===== src/rtl/simt_divergence_ctrl_pkg.sv =====
// Shared types and sizes for the per-warp SIMT divergence controller.
package simt_divergence_ctrl_pkg;

    localparam int WARP_SIZE        = 32;
    localparam int SIMT_STACK_DEPTH = 32;
    localparam int DATA_WIDTH       = 32;

    typedef struct packed {
        logic [DATA_WIDTH-1:0] reconvergence_pc;
        logic [DATA_WIDTH-1:0] next_pc;
        logic [WARP_SIZE-1:0]  thread_mask;
    } simt_stack_entry_t;

    typedef enum logic [1:0] {
        IDLE    = 2'd0,
        PUSH_RC = 2'd1,
        PUSH_NT = 2'd2,
        POP     = 2'd3
    } simt_div_state_e;

endpackage


===== src/rtl/simt_divergence_ctrl_stack.sv =====
// Reconvergence stack: one push or pop per cycle, flush forces it empty.
module simt_divergence_ctrl_stack
    import simt_divergence_ctrl_pkg::*;
#(
    parameter int DEPTH = SIMT_STACK_DEPTH
) (
    input  logic                    clk,
    input  logic                    rst_n,
    input  logic                    flush,
    input  logic                    push,
    input  logic                    pop,
    input  simt_stack_entry_t       push_entry,
    output simt_stack_entry_t       top,
    output logic [$clog2(DEPTH):0]  depth
);
    localparam int AW = $clog2(DEPTH);

    simt_stack_entry_t r_mem [DEPTH];
    logic [AW:0]       r_sp;
    logic [AW-1:0]     w_top_idx;
    logic              w_do_push;
    logic              w_do_pop;

    // Full pushes and empty pops are dropped so sp never wraps.
    assign w_do_push = push && (r_sp != (AW+1)'(DEPTH));
    assign w_do_pop  = pop && (r_sp != '0);
    assign w_top_idx = AW'(r_sp - 1'b1);

    always_ff @(posedge clk) begin
        if (!rst_n || flush) begin
            r_sp <= '0;
        end else if (w_do_push) begin
            r_sp <= r_sp + 1'b1;
        end else if (w_do_pop) begin
            r_sp <= r_sp - 1'b1;
        end
    end

    always_ff @(posedge clk) begin
        if (rst_n && !flush && w_do_push) begin
            r_mem[r_sp[AW-1:0]] <= push_entry;
        end
    end

    assign top   = (r_sp != '0) ? r_mem[w_top_idx] : '0;
    assign depth = r_sp;

endmodule


===== src/rtl/simt_divergence_ctrl.sv =====
// Per-warp divergence controller: sequences the reconvergence stack, owns the
// active thread mask and issues registered PC redirects to fetch.
module simt_divergence_ctrl
    import simt_divergence_ctrl_pkg::*;
#(
    parameter int WARP_SIZE  = simt_divergence_ctrl_pkg::WARP_SIZE,
    parameter int DEPTH      = SIMT_STACK_DEPTH,
    parameter int DATA_WIDTH = simt_divergence_ctrl_pkg::DATA_WIDTH
) (
    input  logic                      clk,
    input  logic                      rst,
    input  logic                      init_valid,
    input  logic [DATA_WIDTH-1:0]     init_pc,
    input  logic [WARP_SIZE-1:0]      init_mask,
    input  logic                      br_valid,
    output logic                      br_ready,
    input  logic [WARP_SIZE-1:0]      br_taken_mask,
    input  logic [DATA_WIDTH-1:0]     br_target_pc,
    input  logic [DATA_WIDTH-1:0]     br_fallthrough_pc,
    input  logic [DATA_WIDTH-1:0]     br_reconv_pc,
    input  logic                      issue_valid,
    input  logic [DATA_WIDTH-1:0]     issue_pc,
    output logic [WARP_SIZE-1:0]      active_mask,
    output logic                      redirect_valid,
    output logic [DATA_WIDTH-1:0]     redirect_pc,
    output logic                      busy,
    output logic [$clog2(DEPTH):0]    stack_depth,
    output logic                      overflow_err
);
    localparam int DW = $clog2(DEPTH) + 1;

    simt_div_state_e       r_state;
    simt_div_state_e       w_next_state;
    logic [WARP_SIZE-1:0]  r_active_mask;
    logic [WARP_SIZE-1:0]  r_br_t;
    logic [WARP_SIZE-1:0]  r_br_n;
    logic [DATA_WIDTH-1:0] r_br_tgt;
    logic [DATA_WIDTH-1:0] r_br_ft;
    logic [DATA_WIDTH-1:0] r_br_rpc;
    logic [DATA_WIDTH-1:0] r_redirect_pc;
    logic                  r_redirect_valid;
    logic                  r_overflow_err;

    simt_stack_entry_t     w_top;
    simt_stack_entry_t     w_push_entry;
    logic                  w_push;
    logic                  w_pop;
    logic                  w_rst_n;
    logic [DW-1:0]         w_depth;
    logic [WARP_SIZE-1:0]  w_t;
    logic [WARP_SIZE-1:0]  w_n;
    logic                  w_diverge;
    logic                  w_ovf_guard;
    logic                  w_at_reconv;
    logic                  w_br_fire;

    assign w_rst_n     = ~rst;
    assign w_t         = br_taken_mask & r_active_mask;
    assign w_n         = r_active_mask & ~br_taken_mask;
    assign w_diverge   = (w_t != '0) && (w_n != '0);
    assign w_ovf_guard = w_depth > DW'(DEPTH - 2);
    assign w_at_reconv = issue_valid && (w_depth != '0) &&
                         (issue_pc == w_top.reconvergence_pc);
    // Branch handshake: a branch transfers on the cycle br_valid && br_ready;
    // br_valid may rise at any time and its fields must hold until that cycle.
    assign w_br_fire   = br_valid && br_ready;

    always_ff @(posedge clk) begin
        if (rst) begin
            r_state <= IDLE;
        end else begin
            r_state <= w_next_state;
        end
    end

    always_comb begin
        w_next_state = r_state;
        if (init_valid) begin
            w_next_state = IDLE;
        end else begin
            case (r_state)
                IDLE: begin
                    if (w_at_reconv) begin
                        w_next_state = POP;
                    end else if (w_br_fire && w_diverge && !w_ovf_guard) begin
                        w_next_state = PUSH_RC;
                    end
                end
                PUSH_RC: w_next_state = PUSH_NT;
                PUSH_NT: w_next_state = IDLE;
                POP:     w_next_state = IDLE;
                default: w_next_state = IDLE;
            endcase
        end
    end

    always_comb begin
        br_ready     = 1'b0;
        busy         = 1'b0;
        w_push       = 1'b0;
        w_pop        = 1'b0;
        w_push_entry = '0;
        case (r_state)
            IDLE: br_ready = !init_valid && !w_at_reconv;
            PUSH_RC: begin
                busy                          = 1'b1;
                w_push                        = !init_valid;
                w_push_entry.reconvergence_pc = r_br_rpc;
                w_push_entry.next_pc          = r_br_rpc;
                w_push_entry.thread_mask      = r_active_mask;
            end
            PUSH_NT: begin
                busy                          = 1'b1;
                w_push                        = !init_valid;
                w_push_entry.reconvergence_pc = r_br_rpc;
                w_push_entry.next_pc          = r_br_ft;
                w_push_entry.thread_mask      = r_br_n;
            end
            POP: begin
                busy  = 1'b1;
                w_pop = !init_valid;
            end
            default: busy = 1'b0;
        endcase
    end

    always_ff @(posedge clk) begin
        if (rst) begin
            r_active_mask    <= '0;
            r_redirect_valid <= 1'b0;
            r_redirect_pc    <= '0;
            r_overflow_err   <= 1'b0;
            r_br_t           <= '0;
            r_br_n           <= '0;
            r_br_tgt         <= '0;
            r_br_ft          <= '0;
            r_br_rpc         <= '0;
        end else begin
            r_redirect_valid <= 1'b0;
            if (init_valid) begin
                r_active_mask    <= init_mask;
                r_redirect_valid <= 1'b1;
                r_redirect_pc    <= init_pc;
                r_overflow_err   <= 1'b0;
            end else begin
                case (r_state)
                    IDLE: begin
                        // A divergent branch with no room is dropped like an all-not-taken one.
                        if (w_br_fire && w_diverge && w_ovf_guard) begin
                            r_overflow_err <= 1'b1;
                        end else if (w_br_fire && w_diverge) begin
                            r_br_t   <= w_t;
                            r_br_n   <= w_n;
                            r_br_tgt <= br_target_pc;
                            r_br_ft  <= br_fallthrough_pc;
                            r_br_rpc <= br_reconv_pc;
                        end else if (w_br_fire && (w_t != '0)) begin
                            r_redirect_valid <= 1'b1;
                            r_redirect_pc    <= br_target_pc;
                        end
                    end
                    PUSH_NT: begin
                        r_active_mask    <= r_br_t;
                        r_redirect_valid <= 1'b1;
                        r_redirect_pc    <= r_br_tgt;
                    end
                    POP: begin
                        r_active_mask    <= w_top.thread_mask;
                        r_redirect_valid <= 1'b1;
                        r_redirect_pc    <= w_top.next_pc;
                    end
                    default: r_redirect_valid <= 1'b0;
                endcase
            end
        end
    end

    simt_divergence_ctrl_stack #(
        .DEPTH(DEPTH)
    ) u_stack (
        .clk        (clk),
        .rst_n      (w_rst_n),
        .flush      (init_valid),
        .push       (w_push),
        .pop        (w_pop),
        .push_entry (w_push_entry),
        .top        (w_top),
        .depth      (w_depth)
    );

    assign active_mask    = r_active_mask;
    assign redirect_valid = r_redirect_valid;
    assign redirect_pc    = r_redirect_pc;
    assign stack_depth    = w_depth;
    assign overflow_err   = r_overflow_err;

endmodule


===== config.mk =====
export PLATFORM = sky130hd
export DESIGN_NAME = simt_divergence_ctrl
export DESIGN_NICKNAME = d
export VERILOG_FILES = /design/src/rtl/simt_divergence_ctrl_pkg.sv /design/src/rtl/simt_divergence_ctrl_stack.sv /design/src/rtl/simt_divergence_ctrl.sv
export SDC_FILE = /design/constraint.sdc
export NUM_CORES = 2
export LEC_CHECK = 0
export ABC_AREA = 1
export CELL_PAD_IN_SITES_DETAIL_PLACEMENT = 0
export CELL_PAD_IN_SITES_GLOBAL_PLACEMENT = 1
export CORE_ASPECT_RATIO = 0.5
export CORE_MARGIN = 4
export CORE_UTILIZATION = 51
export CTS_BUF_LIST = sky130_fd_sc_hd__clkbuf_4 sky130_fd_sc_hd__clkbuf_8 sky130_fd_sc_hd__clkbuf_16
export CTS_CLUSTER_DIAMETER = 120
export CTS_CLUSTER_SIZE = 24
export DETAILED_ROUTE_END_ITERATION = 7
export GPL_TIMING_DRIVEN = 1
export PLACE_DENSITY_LB_ADDON = 0.1
export SYNTH_ARGS = -nofsm -noshare
export SYNTH_HDL_FRONTEND = slang
export SYNTH_SLANG_ARGS = --single-unit

===== constraint.sdc =====
create_clock -name clk -period 11.4 [get_ports clk]
set_clock_uncertainty 0.2 [all_clocks]
set_input_delay 1.14 -clock clk [delete_from_list [all_inputs] [get_ports clk]]
set_output_delay 1.14 -clock clk [all_outputs]
set_load 0.005 [all_outputs]

Word-level counts from Yosys, hierarchy flattened
Memory sizes are Yosys's and may differ from the RTL's.
Index checks and enable logic that the tools add are counted.
- $mul: 0
- shift-type cells: 0
- add/subtract/negate cells: 2
- reduce and logical (&&, ||, !) cells: 31
- divide/modulo/power cells: 0
- eq/ne operators: 9
- order comparisons: 1
- bitwise gates (word level): 6
- muxes and demuxes: 25
- operator list (kind ; count):
    96-bit one-hot mux with 2 select lines ; 1
    32-bit two-way mux ; 5
    96-bit two-way mux ; 1
    32-bit one-hot mux with 3 select lines ; 1
    32-bit bitwise AND ; 2
    32-bit one-hot mux with 2 select lines ; 1
    32-bit nonzero test ; 2
    32-bit == test ; 1
    32-bit inverter ; 1
    1-bit logical AND ; 13
    6-bit two-way mux ; 2
    3-bit != test (second input constant) ; 4
    1-bit two-way mux ; 10
    4-bit AND reduction ; 2
    6-bit by 1-bit adder with 6-bit output (second input constant) ; 1
    6-bit by 5-bit greater-than comparator with 1-bit output (second input constant) ; 1
    6-bit != test (second input constant) ; 1
    2-bit one-hot mux with 3 select lines ; 1
    6-bit nonzero test ; 1
    2-bit OR reduction ; 3
    6-bit by 1-bit subtractor with 6-bit output (second input constant) ; 1
    2-bit == test (second input constant) ; 2
    2-bit two-way mux ; 2
    4-bit nonzero test ; 1
    other kinds (10) ; 14
- register bits after elaboration: 234
- output and inout port bits: 74
- memory bits (read-only): 0
- memories: 1
- logic and storage cells: 86
- bits of input ports: 229
- bits in latches: 0
- memory bits (writable): 3072
- memories (memory ; depth ; bits a word ; rd ports ; clocked after Yosys merged registers in ; wr ports ; line ; source):
    u_stack.r_mem ; 32 ; 96 ; 1 ; 0 ; 1 ; simt_divergence_ctrl_stack.sv:18 ; simt_stack_entry_t r_mem [DEPTH];

Logic depth before layout (Yosys ltp)
An unclocked memory read counts as a cell.
- depth in word-level cells: 15
- depth in mapped cells: 35
- gate-level depth less buffers: 25

Modules after synthesis
A second synthesis with hierarchy kept.
- cell total of the unflattened synthesis: 12177
- area total of the unflattened synthesis: 135932.9 µm²
- by module, submodules not included (module ; seq. area each (µm²) ; cells an instance ; area each (µm²) ; instances):
    simt_divergence_ctrl_stack ; 92368.6 ; 10120 ; 123133.1 ; 1
    simt_divergence_ctrl ; 4564.4 ; 2057 ; 12799.8 ; 1

Least setup slack after synthesis
No wires, ideal clock.
- path kind: register to register
- from: reg u_stack.r_sp[0], in the netlist u_stack.depth[0]
- to: mem u_stack.r_mem[15][0] (netlist bit) (enable)
- data required time: 10.531 ns
- cell stages (with the launch flop): 12
- path buffers: 6
- setup time: 0.669 ns
- period minus slack after synthesis: 9.449 ns
- data arrival time: 8.580 ns
- setup slack: 1.951 ns
- path through: dfxtp_1 inv_2 buf_2 buf_2 clkbuf_1 buf_2 buf_1 clkbuf_1 ha_1 nand3_1 nand2_1 nor3_1
- longest elaborated chain between the ends: 5
- ends and longest elaborated chain (item ; line ; source):
    from (decl) ; simt_divergence_ctrl_stack.sv:19 ; logic [AW:0] r_sp;
    from (signal assigned) ; simt_divergence_ctrl_stack.sv:33 ; r_sp <= r_sp + 1'b1;
    from (signal assigned) ; simt_divergence_ctrl_stack.sv:35 ; r_sp <= r_sp - 1'b1;
    6-bit != test ; simt_divergence_ctrl_stack.sv:25 ; assign w_do_push = push && (r_sp != (AW+1)'(DEPTH));
    1-bit logical AND ; simt_divergence_ctrl_stack.sv:25 ;
    1-bit logical AND ; simt_divergence_ctrl_stack.sv:40 ; if (rst_n && !flush && w_do_push) begin
    1-bit two-way mux ; simt_divergence_ctrl_stack.sv:40 ;
    1-bit two-way mux (not written as such) ; simt_divergence_ctrl_stack.sv:41 ; r_mem[r_sp[AW-1:0]] <= push_entry;
    to (decl) ; simt_divergence_ctrl_stack.sv:18 ;
Several ways; a longest one is shown, not always the timed one.

Worst setup path in the final report
- from: reg u_stack.r_sp[0], in the netlist u_stack.depth[0]
- to: out br_ready
- longest elaborated chain between the ends: 8
- elaborated cells on any way between the ends: 10
- classes of those cells: add/sub: 1; eq/ne: 1; mux: 2; reduce/logical: 5; memory: 1
- ends and longest elaborated chain (item ; line ; source):
    6-bit by 1-bit subtractor with 6-bit output ; simt_divergence_ctrl_stack.sv:27 ; assign w_top_idx = AW'(r_sp - 1'b1);
    memory read 32 x 96 bit ; n/a ;
    96-bit two-way mux ; simt_divergence_ctrl_stack.sv:45 ; assign top = (r_sp != '0) ? r_mem[w_top_idx] : '0;
    32-bit == test ; simt_divergence_ctrl.sv:63 ; (issue_pc == w_top.reconvergence_pc);
    1-bit logical AND (*) ; simt_divergence_ctrl.sv:62 ; assign w_at_reconv = issue_valid && (w_depth != '0) &&
    1-bit logical NOT (*) ; simt_divergence_ctrl.sv:104 ; IDLE: br_ready = !init_valid && !w_at_reconv;
    1-bit logical AND (*) ; simt_divergence_ctrl.sv:104 ;
    1-bit two-way mux (*) ; simt_divergence_ctrl.sv:103 ; case (r_state)
    to (decl) ; simt_divergence_ctrl.sv:16 ; output logic br_ready,
Every way passes the cells marked *; elsewhere a longest branch is shown, timed or not.

==> flow_summary_export.csv <==
group,metric,value,unit
run_status,status,"complete, no violations",
floorplan,die_w,733,um
route,drtIter0Drc,12600,
logic_synthesis,synth_top_cell_area_share,0.688,
logic_synthesis,synth_ff_type,"edfxtp_1",
place,gp_routability_congestion,0.846,
critical_path,end_kind,"output port",
sta,hold_viol,0,
logic_synthesis,yosysWarnings,0,
job,drv_cap,0,
clocking,post-cts-setup-buffer-count,0,
floorplan,row_count,132,
sta,setup_ws,1620,ps
place,io_buffers,302,
critical_path,rr_endpoint,"r_br_tgt[17]$_SDFFE_PP0P_",
min_path,hold_path_depth,2,
clocking,cts-root-buf,"clkbuf_16",
logic_synthesis,synth_cells,11300,
power_and_ir_drop,p_seq_frac,0.640,
sta,max-slew-margin-rel,0.0879,
logic_synthesis,synthArstFlopShare,0,
min_path,min_to,"r_br_n[6]$_SDFFE_PP0P_",
logic_synthesis,yosysMostFrequentCell,"nand2_1",
final_layout,layout.nets,11500,
critical_path,slowest_stage,"ha_4",
sta,maxSlewViolCount,0,
power_and_ir_drop,total_power,20.6,mW
route,wl_per_cell,29.7,um
critical_path,worstPathMaxFanout,139,
clocking,clock-sinks,3306,
logic_synthesis,muxShareOfSynthArea,0,
power_and_ir_drop,switching_share,0.215,
logic_synthesis,synth_top_family_by_area,"simple AND/OR/NAND/NOR gates",
place,post-place-ws,1980,ps
sta,grt_setup_unrepaired,"no",
logic_synthesis,yosys-top-cells-area,"edfxtp_1 (69%), nand2_1 (9.5%), a21oi_1 (4.6%), nand3_1 (3.8%), dfxtp_1 (3.5%)",
clocking,htreeDepth,4,
final_layout,fill_cells,21600,
logic_synthesis,synth_compound_area_frac,0.0916,
sta,period_minus_slack,9780,ps
place,dpl.hpwl,230,mm
sta,worst_pin_slew,1370,ps
critical_path,r2r-start,"u_stack.depth[0]$_SDFFE_PP0P_",
route,remaining_drc_errors,0,
global_routing,grt_max_degree,202,
min_path,min-delay-start,"r_br_n[6]$_SDFFE_PP0P_",
final_layout,area_growth,8.96,%
floorplan,start_util,0.515,
place,place_area,142000,um^2
min_path,hp-class,"flop to flop",
power_and_ir_drop,leakage,54.9,nW
global_routing,grtUsageTotal,0.315,
sta,holdWs,287,ps
route,drt-total-wl,440,mm
logic_synthesis,synth_edf_count,3072,
global_routing,grt_pass1_wl,622,mm
logic_synthesis,yosys.area_share.adder,0.000934,
power_and_ir_drop,power.density,141,nW/um^2
sta,fmax,102,MHz
global_routing,antenna_found_initial,15,
logic_synthesis,synth.cell_area,134000,um^2
critical_path,cpMostUsedCell,"nand2_1",
sta,setup_violations,0,
global_routing,grt_overflow,0,
logic_synthesis,yosys.area_share.simple,0.150,
logic_synthesis,avgSynthCellArea,11.8,um^2
floorplan,pin_count,303,
clocking,cts_hold_buf,0,
route,via_per_inst,6.23,
logic_synthesis,synth_xor_area_frac,0.0000653,
clocking,tritoncts,"yes",
clocking,clock_path_buffers,4,
critical_path,critPathMaxStageDelay,1190,ps
critical_path,critPathRequiredTime,10060,ps
power_and_ir_drop,power.net_switching,4.41,mW
route,vias,92300,
critical_path,reg2reg_slack,1700,ps
logic_synthesis,synth-seq-cells,3306,
floorplan,fp.dieArea,272000,um^2
power_and_ir_drop,vdd_drop_max,0.127,mV
logic_synthesis,yosysSeqAreaShare,0.723,
power_and_ir_drop,clkPwrFrac,0.318,
logic_synthesis,syn_nets,11600,
critical_path,path_cells,"inv_8 > ha_4 > buf_4 > buf_4 > nand3_1 > nand3_1 > nand3_1 > nand2_1 > nand2_1 > nand4_1 > nand2_1 > nor2_1 > nand2_1 > nor2_1 > nand2_1 > nor2_1 > nor2_1 > clkdlybuf4s50_1",
critical_path,rr_worst_depth,25,
place,post-place-cells,14600,
clocking,clk_pin_slew,100,ps
floorplan,core-area,260000,um^2
global_routing,grt_pass1_vias,84200,
power_and_ir_drop,pwr-share-comb,0.041,
final_layout,final_layout_size_suffix_gt1_frac,0.0579,
logic_synthesis,synth_commonest_cells,"nand2_1 (3387), edfxtp_1 (3072), a21oi_1 (1228), nand3_1 (1025), clkbuf_1 (467)",
critical_path,worst_setup_path_start_kind,"flop",
logic_synthesis,synth_cell_types,42,
sta,period_share,0.858,
power_and_ir_drop,p_int,16.1,mW
critical_path,critical_path_class,"flop to output port",
final_layout,finalNonFillerCells,14800,
critical_path,critical_path_arrival,8440,ps
clocking,clkLatencyLatePin,900,ps
final_layout,final_core_util,0.561,
final_layout,fin_area,146000,um^2
route,detail_route.first_pass.iterations,5,
logic_synthesis,synth_area_leader_cell,"edfxtp_1",
sta,tns,0,ps
clocking,cts_buffers,163,
clocking,cts_resized,0,
route,ant_nets,0,
floorplan,die_h,370,um
[how the worst max path moves through the flow]
stage | cells after the start | end | slack (ps) | from
after global routing | 25 | r_br_rpc[1]$_SDFFE_PP0P_ | 1100 | u_stack.depth[0]$_SDFFE_PP0P_
after global placement | 25 | r_br_rpc[1]$_SDFFE_PP0P_ | 2040 | u_stack.depth[0]$_SDFFE_PP0P_
after floorplan | 11 | u_stack.r_mem[15][0]$_DFFE_PP_ | 1950 | u_stack.depth[0]$_SDFFE_PP0P_
final | 18 | br_ready | 1620 | u_stack.depth[0]$_SDFFE_PP0P_
after detailed placement | 25 | r_br_ft[0]$_SDFFE_PP0P_ | 1980 | u_stack.depth[0]$_SDFFE_PP0P_
after CTS | 18 | br_ready | 1630 | u_stack.depth[0]$_SDFFE_PP0P_
[placed cells by master, fill, tap and decap left out, types with 128 or more instances in the layout]
cell type,instances
nor2_1,421
buf_4,266
inv_1,256
a22oi_1,128
a21oi_1,1205
nand3_1,1024
a221o_1,128
clkbuf_16,165
o311ai_0,256
edfxtp_1,3072
clkdlybuf4s50_1,301
dfxtp_1,233
nand2_1,3382
[critical path: cells and delay by family, from the launching register on]
kind / cells / cell delay (ps)
buf+inv: 4 / 2560
fa+ha+maj: 1 / 1190
flops: 1 / 990
simple gates: 13 / 2500
[cells by family (layout without fill, tap and decap cells)]
| kind of cell | after synthesis | count (layout) |
|---|---|---|
| adder cells (fa/ha/maj) | 10 | 10 |
| flip-flops | 3306 | 3306 |
| other | 0 | 12 |
| buffers and inverters | 1079 | 1063 |
| XOR/XNOR | 1 | 1 |
| AND/OR/NAND/NOR | 4969 | 4969 |
| AO/OA/AOI/OAI | 1966 | 1966 |
[layer usage]
layer / vias to the layer above / track usage / wire length, um
li1: 40500 / - / -
met1: 46800 / 0.456 / 184000
met2: 4330 / 0.505 / 205000
met3: 638 / 0.0388 / 36100
met4: 8 / 0.0921 / 14400
met5: - / 0 / 50
[cell type report]
type / count / area, um^2 / share of cell area
sequential: 3306 / 96900 / 0.664
multi-input combinational: 6946 / 33900 / 0.232
timing repair buffer: 580 / 5260 / 0.0360
clock buffer: 201 / 4400 / 0.0301
tap: 3484 / 4360 / 0.0299
inverter: 278 / 1090 / 0.00749
clock inverter: 4 / 50.0 / 0.000343
antenna: 12 / 30.0 / 0.000206
[power groups by stage]
| stage | sequential [mW] | combinational (mW) | clock, mW |
|---|---|---|---|
| 4_1_cts | 13.2 | 0.840 | 6.61 |
| 2_1_floorplan | 13.4 | 0.463 | 0 |
| 3_5_place_dp | 13.4 | 0.838 | 0 |
| 6_report | 13.2 | 0.847 | 6.55 |
| 5_1_grt | 13.2 | 0.917 | 7.06 |
| 3_3_place_gp | 13.4 | 0.837 | 0 |
[state kept, by name, summed over array words and instances, names as in the netlist]
register        count
redirect_valid      1
r_state             2
r_br_tgt           32
active_mask        32
redirect_pc        32
u_stack.r_mem    3072
r_br_ft            32
overflow_err        1
r_br_n             32
r_br_t             32
r_br_rpc           32
u_stack.depth       6
Note: power is estimated with default switching activity, not from simulation.
